### src/rtl/ppl_sort.sv
// Registered three-input sorter: compare-exchange network plus output register.
// Define PPL_SORT_ASCEND_EN to present results smallest-first instead of largest-first.
module ppl_sort #(
    parameter int width = 3
) (
    input  logic             clk,
    input  logic             rst,
    input  logic [width-1:0] a,
    input  logic [width-1:0] b,
    input  logic [width-1:0] c,
    output logic [width-1:0] no1,
    output logic [width-1:0] no2,
    output logic [width-1:0] no3
);

    logic [width-1:0] s1_hi;
    logic [width-1:0] s1_lo;
    logic [width-1:0] s2_hi;
    logic [width-1:0] s2_lo;
    logic [width-1:0] s3_hi;
    logic [width-1:0] s3_lo;
    logic [width-1:0] r_max;
    logic [width-1:0] r_mid;
    logic [width-1:0] r_min;

    // Bubble order: (a,b), then (hi,c), then the two losers.
    always_comb begin
        s1_hi = (a > b) ? a : b;
        s1_lo = (a > b) ? b : a;
        s2_hi = (s1_hi > c) ? s1_hi : c;
        s2_lo = (s1_hi > c) ? c : s1_hi;
        s3_hi = (s1_lo > s2_lo) ? s1_lo : s2_lo;
        s3_lo = (s1_lo > s2_lo) ? s2_lo : s1_lo;
        r_max = s2_hi;
        r_mid = s3_hi;
        r_min = s3_lo;
    end

    always_ff @(posedge clk or posedge rst) begin
        if (rst) begin
            no1 <= '0;
            no2 <= '0;
            no3 <= '0;
        end else begin
`ifdef PPL_SORT_ASCEND_EN
            no1 <= r_min;
            no2 <= r_mid;
            no3 <= r_max;
`else
            no1 <= r_max;
            no2 <= r_mid;
            no3 <= r_min;
`endif
        end
    end

endmodule

### config.mk
export PLATFORM = sky130hd
export DESIGN_NAME = ppl_sort
export DESIGN_NICKNAME = d
export VERILOG_FILES = /design/src/rtl/ppl_sort.sv
export SDC_FILE = /design/constraint.sdc
export NUM_CORES = 1
export LEC_CHECK = 0
export CAP_MARGIN = 20
export CORE_ASPECT_RATIO = 1.1
export CORE_UTILIZATION = 48
export DETAILED_ROUTE_END_ITERATION = 8
export PLACE_DENSITY = 0.78
export SLEW_MARGIN = 40
export SYNTH_ARGS = -nofsm -noshare
export SYNTH_HDL_FRONTEND = slang
export SYNTH_SLANG_ARGS = --single-unit
### constraint.sdc
create_clock -name clk -period 0.8 [get_ports clk]
set_input_delay 0.08 -clock clk [delete_from_list [all_inputs] [get_ports clk]]
set_output_delay 0.08 -clock clk [all_outputs]
set_load 0.01 [all_outputs]
; Word-level counts from Yosys, hierarchy flattened
; Index checks and enable logic that the tools add are counted.
; W data, S select, Z words.
[word_totals]
in_bits = 11
output_inout_bits = 9
word_cells = 12
regBits = 9
[op_classes]
mux = 6
order_cmp = 3
[op_table]
columns = op, count
row1 = $mux W3, 6
row2 = $gt A3 B3 Y1, 3

; Longest topological paths before layout
; Gate-level depths: netlist of run 1.
[depth]
ltp_word = 6
mapped_depth = 20
depth_no_buf = 17

; Least setup slack after synthesis of run 1
; OpenSTA, ideal clock, no wires.
[synth_timing]
path_type = input to register
start = in b[2]
end = reg no3[0]
setup_time_ns = 0.123
slack_ns = -2.667
path_stages = 17
arrival_ns = 3.344
path_buffers = 2
required_ns = 0.677
path_cell_list = inv_1 -> ha_1 -> a21oi_1 -> a21o_1 -> buf_6 -> mux2_2 -> ha_1 -> and3_1 -> a21o_1 -> buf_2 -> mux2i_1 -> ha_1 -> nand3b_1 -> nand2_1 -> and3_2 -> o21bai_1 -> o221a_2
[synth_between]
elab_chain_cells = 6
elab_cells_between_ends = 7
cone_classes = order compare (3) / mux (4)
[synth_lines]
columns = item, line_no
row1 = start: declaration, 9  ; input logic [width-1:0] b,
row2 = $gt A3 B3 Y1, "28, 29"
row3 = $mux W3, 28  ; s1_hi = (a > b) ? a : b;
row4 = $gt A3 B3 Y1, 31  ; s2_lo = (s1_hi > c) ? c : s1_hi;
row5 = $mux W3, 31
row6 = $gt A3 B3 Y1, 33  ; s3_lo = (s1_lo > s2_lo) ? s2_lo : s1_lo;
row7 = $mux W3 (*), 33
row8 = net r_min[0], 24  ; logic [width-1:0] r_min;
row9 = end signal: assignment, 52  ; no3 <= r_min;
row10 = end: declaration, 13  ; output logic [width-1:0] no3
; Mark *: on every way through the listed nets, which the timed path passes. The rest lies on a longest branch.

; Final worst setup path of run 1
[layout_timing]
start = in b[0]
end = reg no3[2]
; Same word-level chain as after synthesis.

==> results by group, run 1 <==
Routing
  – ANT nets after route: 0
  – Pre-antenna DRT Iters: 5
  – Vias per cell: 6.675
  – DR iter-0 viols: approximately 100
  – DRC: 0
  – Vias: 1108
  – Wire per inst: 23.14 um
  – Final wirelength: 3842 um

Logic synthesis
  – Number of synthesized flops with an enable pin: 0
  – FFs w/ async S/R, synth: 1.000
  – Netlist Area Pre-Place: 817.0 um2
  – Synth cell types: 25
  – Count leader, synth: nand2_1
  – Number of synthesized register bits: 9
  – Mapped Avg Cell Area: 8.423 um2
  – Top cells by count, synth: nand2_1 (11), a21oi_1 (10), dfrtp_1 (9), ha_1 (9)
  – Share of the synthesized area in the top cell type: 0.2757
  – Post-Syn Instances: 97
  – Ys Warns: 0
  – Synth Flop Type: dfrtp_1
  – Seq/Total Area, Yosys: 0.2757
  – Synthesized Nets: 117
  – Top cells by area, synth: dfrtp_1 (28%), ha_1 (14%), a21oi_1 (6.1%)
  – Area leader, netlist: dfrtp_1

Cells and area
  – Ant diodes: 0
  – Fin nets: 170
  – Fillers: 55
  – Multi-input logic area: roughly 740 um2
  – Sequential cell area: 225.2 um2
  – Share of post-route cells with drive strength above 1: 0.6040
  – Area Overhead vs Synth: 81.47%

Global route
  – Initial antenna violation count: 0
  – Gr usage total: 0.3225
  – Global-route wire length before repair: 4119 um
  – Vias in the first global route: 952
  – Pin count of the biggest net entering global routing: 10
  – GR Overflow Total: 0

STA
  – Post-route worst setup slack: -2.481 ns
  – Final min period: around 3.3 ns
  – Final Setup Violations: 18
  – Unrepaired setup endpoints after global routing: true
  – Worst slew pin tran: between 0.3 and 0.4 ns
  – Slew headroom: 0.7858
  – Fmax: between 300 and 400 MHz
  – Hold Vio Cnt, Final: 0
  – Pins over their slew limit: 0
  – Final period utilization: 4.102
  – Hold Slack: 0.07476 ns

Die
  – Die Area: roughly 1900 um2
  – DIE HEIGHT: roughly 45 um
  – IO Pins: 20
  – Die width: 41.34 um
  – Initial Util: 0.5183
  – Core Rows: 15
  – Core Area: ~1600 um2

Critical path
  – Crit end category: register
  – CP bufs+invs: 2
  – Setup crit start: b[0]
  – CP peak stage delay: between 0.3 and 0.4 ns
  – CP startpoint kind: primary input
  – CP Class: primary input to register
  – CP Data Arrival Time: 3.46 ns
  – Crit path max fanout: 5
  – Worst path cell trace: buf_2 -> ha_4 -> nand3b_1 -> a21o_1 -> mux2_4 -> ha_4 -> nand3b_1 -> a21o_1 -> mux2i_1 -> ha_1 -> nand3b_1 -> and2_4 -> buf_6 -> nand2_1 -> o21ai_1 -> a221oi_2
  – Number of cells on the critical path: 16
  – Delay-heaviest family, CP: compound AO/OA/AOI/OAI gates
  – CP required: 0.98 ns
  – CP most frequent cell: nand3b_1
  – Slowest CP cell: ha_1

Clocking
  – Bufs on Longest Clock Path: 2
  – CTS sink count: 9
  – Cts bufs inserted: 3
  – TritonCTS clock tree: yes
  – Root Driver: clkbuf_4
  – H-tree depth: 1
  – # hold bufs at CTS: 0
  – Clk slew on worst S/H paths: ~0.070 ns

Hold path
  – Class of the worst hold path: primary input to asynchronous set/reset pin

Pwr
  – P per Cell Area: roughly 2600 nW/um2
  – Maximum vdd drop: 1687 uV
  – P_leak: 0.0006867 uW

Run
  – Max-cap violations: 0

Placed design
  – GPL Wtd Cong: 0.8567
  – Post-Place Setup Slack: -3.076 ns
  – PortBufs: 19
  – Final HPWL DP: 1720 um

Status
  – Status: finished, violations left
  – Failing checks: setup timing
## routing by layer
layer,wire length [um],share of wire,global-route usage,vias to the layer above
li1,-,-,-,460
met1,1302,0.34,0.4048,520
met2,1932,0.50,0.5438,98
met3,378,0.098,0.01970,30
met4,229,0.060,0.1419,0
met5,0,0,0,-
## sequential cells by signal (all words and copies together), names as in the netlist
| signal | cells |
|---|---|
| no3 | 3 |
| no1 | 3 |
| no2 | 3 |
## placed cells by master, fill, tap and decap left out, types with 2 or more instances in the layout
cell type        netlist  layout
a21oi_2                1       4
ha_1                   9       4
nor2_4                 0       3
dfrtp_1                9       9
o21ai_1                0       4
o221a_2                2       2
mux2i_1                2       2
a21o_1                 2       2
clkdlybuf4s50_1        0       4
a21oi_1               10       3
buf_2                  2       7
nand3b_1               3       3
o21ai_0                7       2
mux2_4                 1       3
or3_1                  5       4
clkbuf_2               0       2
ha_4                   0       4
o221a_1                2       2
a221oi_2               0       2
buf_4                  1      29
buf_6                  1       9
and2_4                 0       2
and3_4                 0       3
nand3_1                4       3
inv_1                  7       4
clkbuf_4               0       3
a21oi_4                0       4
nand2_1               11       9
## metrics by stage
stage	instances	util	power [uW]	TNS (ns)	cell area, um2
5_1_grt	166	0.9405	4030	-19.98	1483
6_report	166	0.9405	3851	-19.28	1483
2_1_floorplan	97	-	1900	-17.79	919.6
3_5_place_dp	152	0.8024	2708	-25.17	1265
3_3_place_gp	152	0.8024	2638	-24.51	1265
4_1_cts	163	0.8738	3161	-16.97	1378
## power by group
part	switching, uW	internal [uW]
clock network	185	194
logic	1420	1350
registers	70.4	634
total	1670	2180
## how the worst max path moves through the flow
stage                   to  slack, ns
finish              no3[2]      -2.48
global route        no3[2]      -2.56
CTS                 no3[0]      -2.22
detailed placement  no3[0]      -3.08
global placement    no3[1]      -3.00
floorplan           no2[0]      -2.41
## cells by family after synthesis
| kind of cell | after synthesis | share of synthesized area |
|---|---|---|
| adder cells (fa/ha/maj) | 9 | 0.1378 |
| buffers and inverters | 11 | 0.06739 |
| AO/OA/AOI/OAI | 28 | 0.2282 |
| multiplexers | 5 | 0.07044 |
| flip-flops | 9 | 0.2757 |
| AND/OR/NAND/NOR | 35 | 0.2205 |
## layout make-up
type | instances | share of cell area
clock buffers | 4 | 0.01772
inverters | 7 | 0.02785
multi-input cells | 77 | 0.5021
flip-flops and latches | 9 | 0.1519
well taps | 17 | 0.01435
repair buffers | 52 | 0.2861
## timing repair
item / in CTS / in global routing
cloned: 0 / 0
resized for setup: 80 / 25
pin swaps: 17 / 13
endpoints found under the setup margin: 18 / 18
setup buffers: 7 / 4
(Power assumes the default switching activity.)
==> run 2: changes to the inputs <==
--- a/config.mk
+++ b/config.mk
@@ -9,6 +9,7 @@
 export CORE_ASPECT_RATIO = 1.1
 export CORE_UTILIZATION = 48
 export DETAILED_ROUTE_END_ITERATION = 8
+export HOLD_SLACK_MARGIN = 0.12
 export PLACE_DENSITY = 0.78
 export SLEW_MARGIN = 40
 export SYNTH_ARGS = -nofsm -noshare
==> results of run 2 <==
No change in the layout: final DEF, timing and power equal those of run 1.
==> run 3: changes to the inputs <==
--- a/config.mk
+++ b/config.mk
@@ -7,6 +7,7 @@
 export LEC_CHECK = 0
 export CAP_MARGIN = 20
 export CORE_ASPECT_RATIO = 1.1
+export CORE_MARGIN = 3
 export CORE_UTILIZATION = 48
 export DETAILED_ROUTE_END_ITERATION = 8
 export HOLD_SLACK_MARGIN = 0.12
==> run 3 against run 2 <==
  * The flow still finishes with violations (setup timing)
  * Total power fell by 2.1%
  * Core utilization fell by 0.32 points
  * Via count fell by 2.8%
  * Worst hold slack improved by 0.026 ns
  * Worst setup slack improved by 0.074 ns
  * Largest cell class unchanged
  * Highest routed layer unchanged
==> results by group, run 3 (synthesis gave the netlist of run 1 again) <==
Status
  – Status: finished, violations left
  – Failing checks: setup timing

Global route
  – Initial antenna violation count: 0 (unchanged)
  – Gr usage total: 0.2866 (-0.03581)
  – Pin count of the biggest net entering global routing: 10 (unchanged)
  – GR Overflow Total: 0 (unchanged)
  – Vias in the first global route: 1112 (+17%)
  – Global-route wire length before repair: 4795 um (+16%)

Critical path
  – CP most frequent cell: nand3b_1
  – CP bufs+invs: 2 (unchanged)
  – Crit path max fanout: 4 (-1)
  – CP Data Arrival Time: 3.35 ns (-0.11 ns)
  – CP peak stage delay: 0.34 ns (about the same)
  – CP startpoint kind: primary input
  – Worst path cell trace: buf_6 -> inv_4 -> ha_4 -> nand3b_1 -> a21o_1 -> mux2_4 -> ha_4 -> nand3b_1 -> a21o_1 -> mux2i_1 -> ha_1 -> nand3b_1 -> and2_4 -> o21ai_2 -> mux2_4 -> o221a_1
  – Slowest CP cell: mux2_4
  – CP Class: primary input to register
  – Delay-heaviest family, CP: compound AO/OA/AOI/OAI gates
  – Crit end category: register
  – CP required: 0.94 ns (-0.04 ns)

Die
  – Initial Util: 0.5122 (-0.006097)
  – Die width: 45.34 um (+9.7%)
  – Die Area: 2234 um2 (+19%)
  – Core Rows: 15 (unchanged)
  – IO Pins: 20 (unchanged)
  – Core Area: 1595 um2 (+1.2%)
  – DIE HEIGHT: 49.27 um (+8.8%)

Cells and area
  – Fin nets: 169 (-0.59%)
  – Sequential cell area: 225.2 um2 (unchanged)
  – Top Registers: no1 x3, no2 x3, no3 x3
  – Multi-input logic area: 780.7 um2 (+4.9%)
  – End-of-flow core utilization: 0.9373 (-0.003221)
  – Finished Cell Area: 1495 um2 (+0.84%)
  – Most common cell after layout, fill and taps aside: buf_4
  – Area Overhead vs Synth: 83.00%
  – Most frequent cells in the layout: buf_4 (29), dfrtp_1 (9), buf_2 (9)
  – Share of post-route cells with drive strength above 1: 0.6554 (+0.05138)
  – Ant diodes: 0 (unchanged)
  – Fillers: 50 (-9.1%)

Routing
  – Final wirelength: 3630 um (-5.5%)
  – Pre-antenna DRT Iters: 4 (-1)
  – ANT nets after route: 0 (unchanged)
  – Vias per cell: 6.527 (-2.2%)
  – Vias: 1077 (-2.8%)
  – Wire per inst: 22.00 um (-4.9%)
  – DRC: 0 (unchanged)
  – DR iter-0 viols: 49 (-51%)

STA
  – Final period utilization: 4.009 (-0.09259)
  – Final Setup Violations: 18 (unchanged)
  – Unrepaired setup endpoints after global routing: true
  – Hold Vio Cnt, Final: 0 (unchanged)
  – Pins over their slew limit: 0 (unchanged)
  – Slew headroom: 0.7482 (-0.03753)
  – Fmax: 311.8 MHz (+2.3%)
  – Final min period: 3.207 ns (-0.07407 ns)
  – Worst slew pin tran: 0.3737 ns (+0.05270 ns)
  – Post-route worst setup slack: -2.407 ns (+0.07407 ns)

Placed design
  – Post-DP Area: 1280 um2 (+1.2%)
  – GPL Wtd Cong: 0.8846 (+3.3%)
  – PortBufs: 19 (unchanged)
  – Post-Place Setup Slack: -3.071 ns (+0.004930 ns)
  – Final HPWL DP: 1827 um (+6.2%)

Clocking
  – CTS sink count: 9 (unchanged)
  – TritonCTS clock tree: yes
  – Bufs on Longest Clock Path: 2 (unchanged)
  – Cts bufs inserted: 3 (unchanged)
  – Clk slew on worst S/H paths: 0.06 ns (about the same)
  – H-tree depth: 1 (unchanged)
  – Root Driver: clkbuf_4

Hold path
  – Class of the worst hold path: primary input to asynchronous set/reset pin

Pwr
  – P per Cell Area: 2522 nW/um2 (-2.9%)
  – P_leak: 0.0006811 uW (-0.81%)
  – Maximum vdd drop: 1521 uV (-9.9%)

Run
  – Max-cap violations: 0 (unchanged)
-- run 3: metal layers --
layer | global-route usage | vias up | share of wire
met5 | 0 | - | 0
met4 | 0.1512 | 0 | 0.049
met3 | 0.02214 | 17 | 0.072
met2 | 0.5259 | 69 | 0.52
met1 | 0.3044 | 530 | 0.36
li1 | - | 461 | -
-- run 3: final cells by class --
cell class,instances,share of cell area
multi-input cells,77,0.5222
inverters,7,0.02762
clock buffers,4,0.01757
well taps,17,0.01423
repair buffers,51,0.2678
flip-flops and latches,9,0.1506
-- run 3: through the flow --
step                      hold WS, ns  cells  TNS [ns]  power (uW)
after global routing           0.1079    165    -19.50        3954
final                          0.1009    165    -18.72        3771
after CTS                     0.06767    164    -17.07        3282
after detailed placement       0.3490    154    -25.32        2724
after floorplan              -0.09208     97    -17.79        1900
after global placement         0.3438    154    -24.55        2640
-- run 3: power by group --
group	total (uW)	internal [uW]	switching [uW]
logic	2740	1340	1390
clock network	352	192	160
registers	683	633	50.6
total	3770	2170	1600
-- run 3: path summary, 6_finish.rpt --
| path | startpoint | endpoint | slack (ns) | cells after the start |
|---|---|---|---|---|
| max in group asynchronous | rst | no2[2] | 0.46 | 2 |
| setup / recovery | b[1] | no2[1] | -2.41 | 16 |
| min in group clk | b[2] | no3[2] | 0.20 | 4 |
| hold / removal | rst | no2[1] | 0.10 | 2 |
-- run 3: timing repair --
item / in CTS / in global routing
pin swaps: 19 / 19
buffers inserted: 6 / 2
endpoints found under the setup margin: 18 / 18
endpoints found under the hold margin: 9 / 9
gates resized for setup: 81 / 27
gates cloned: 0 / 0
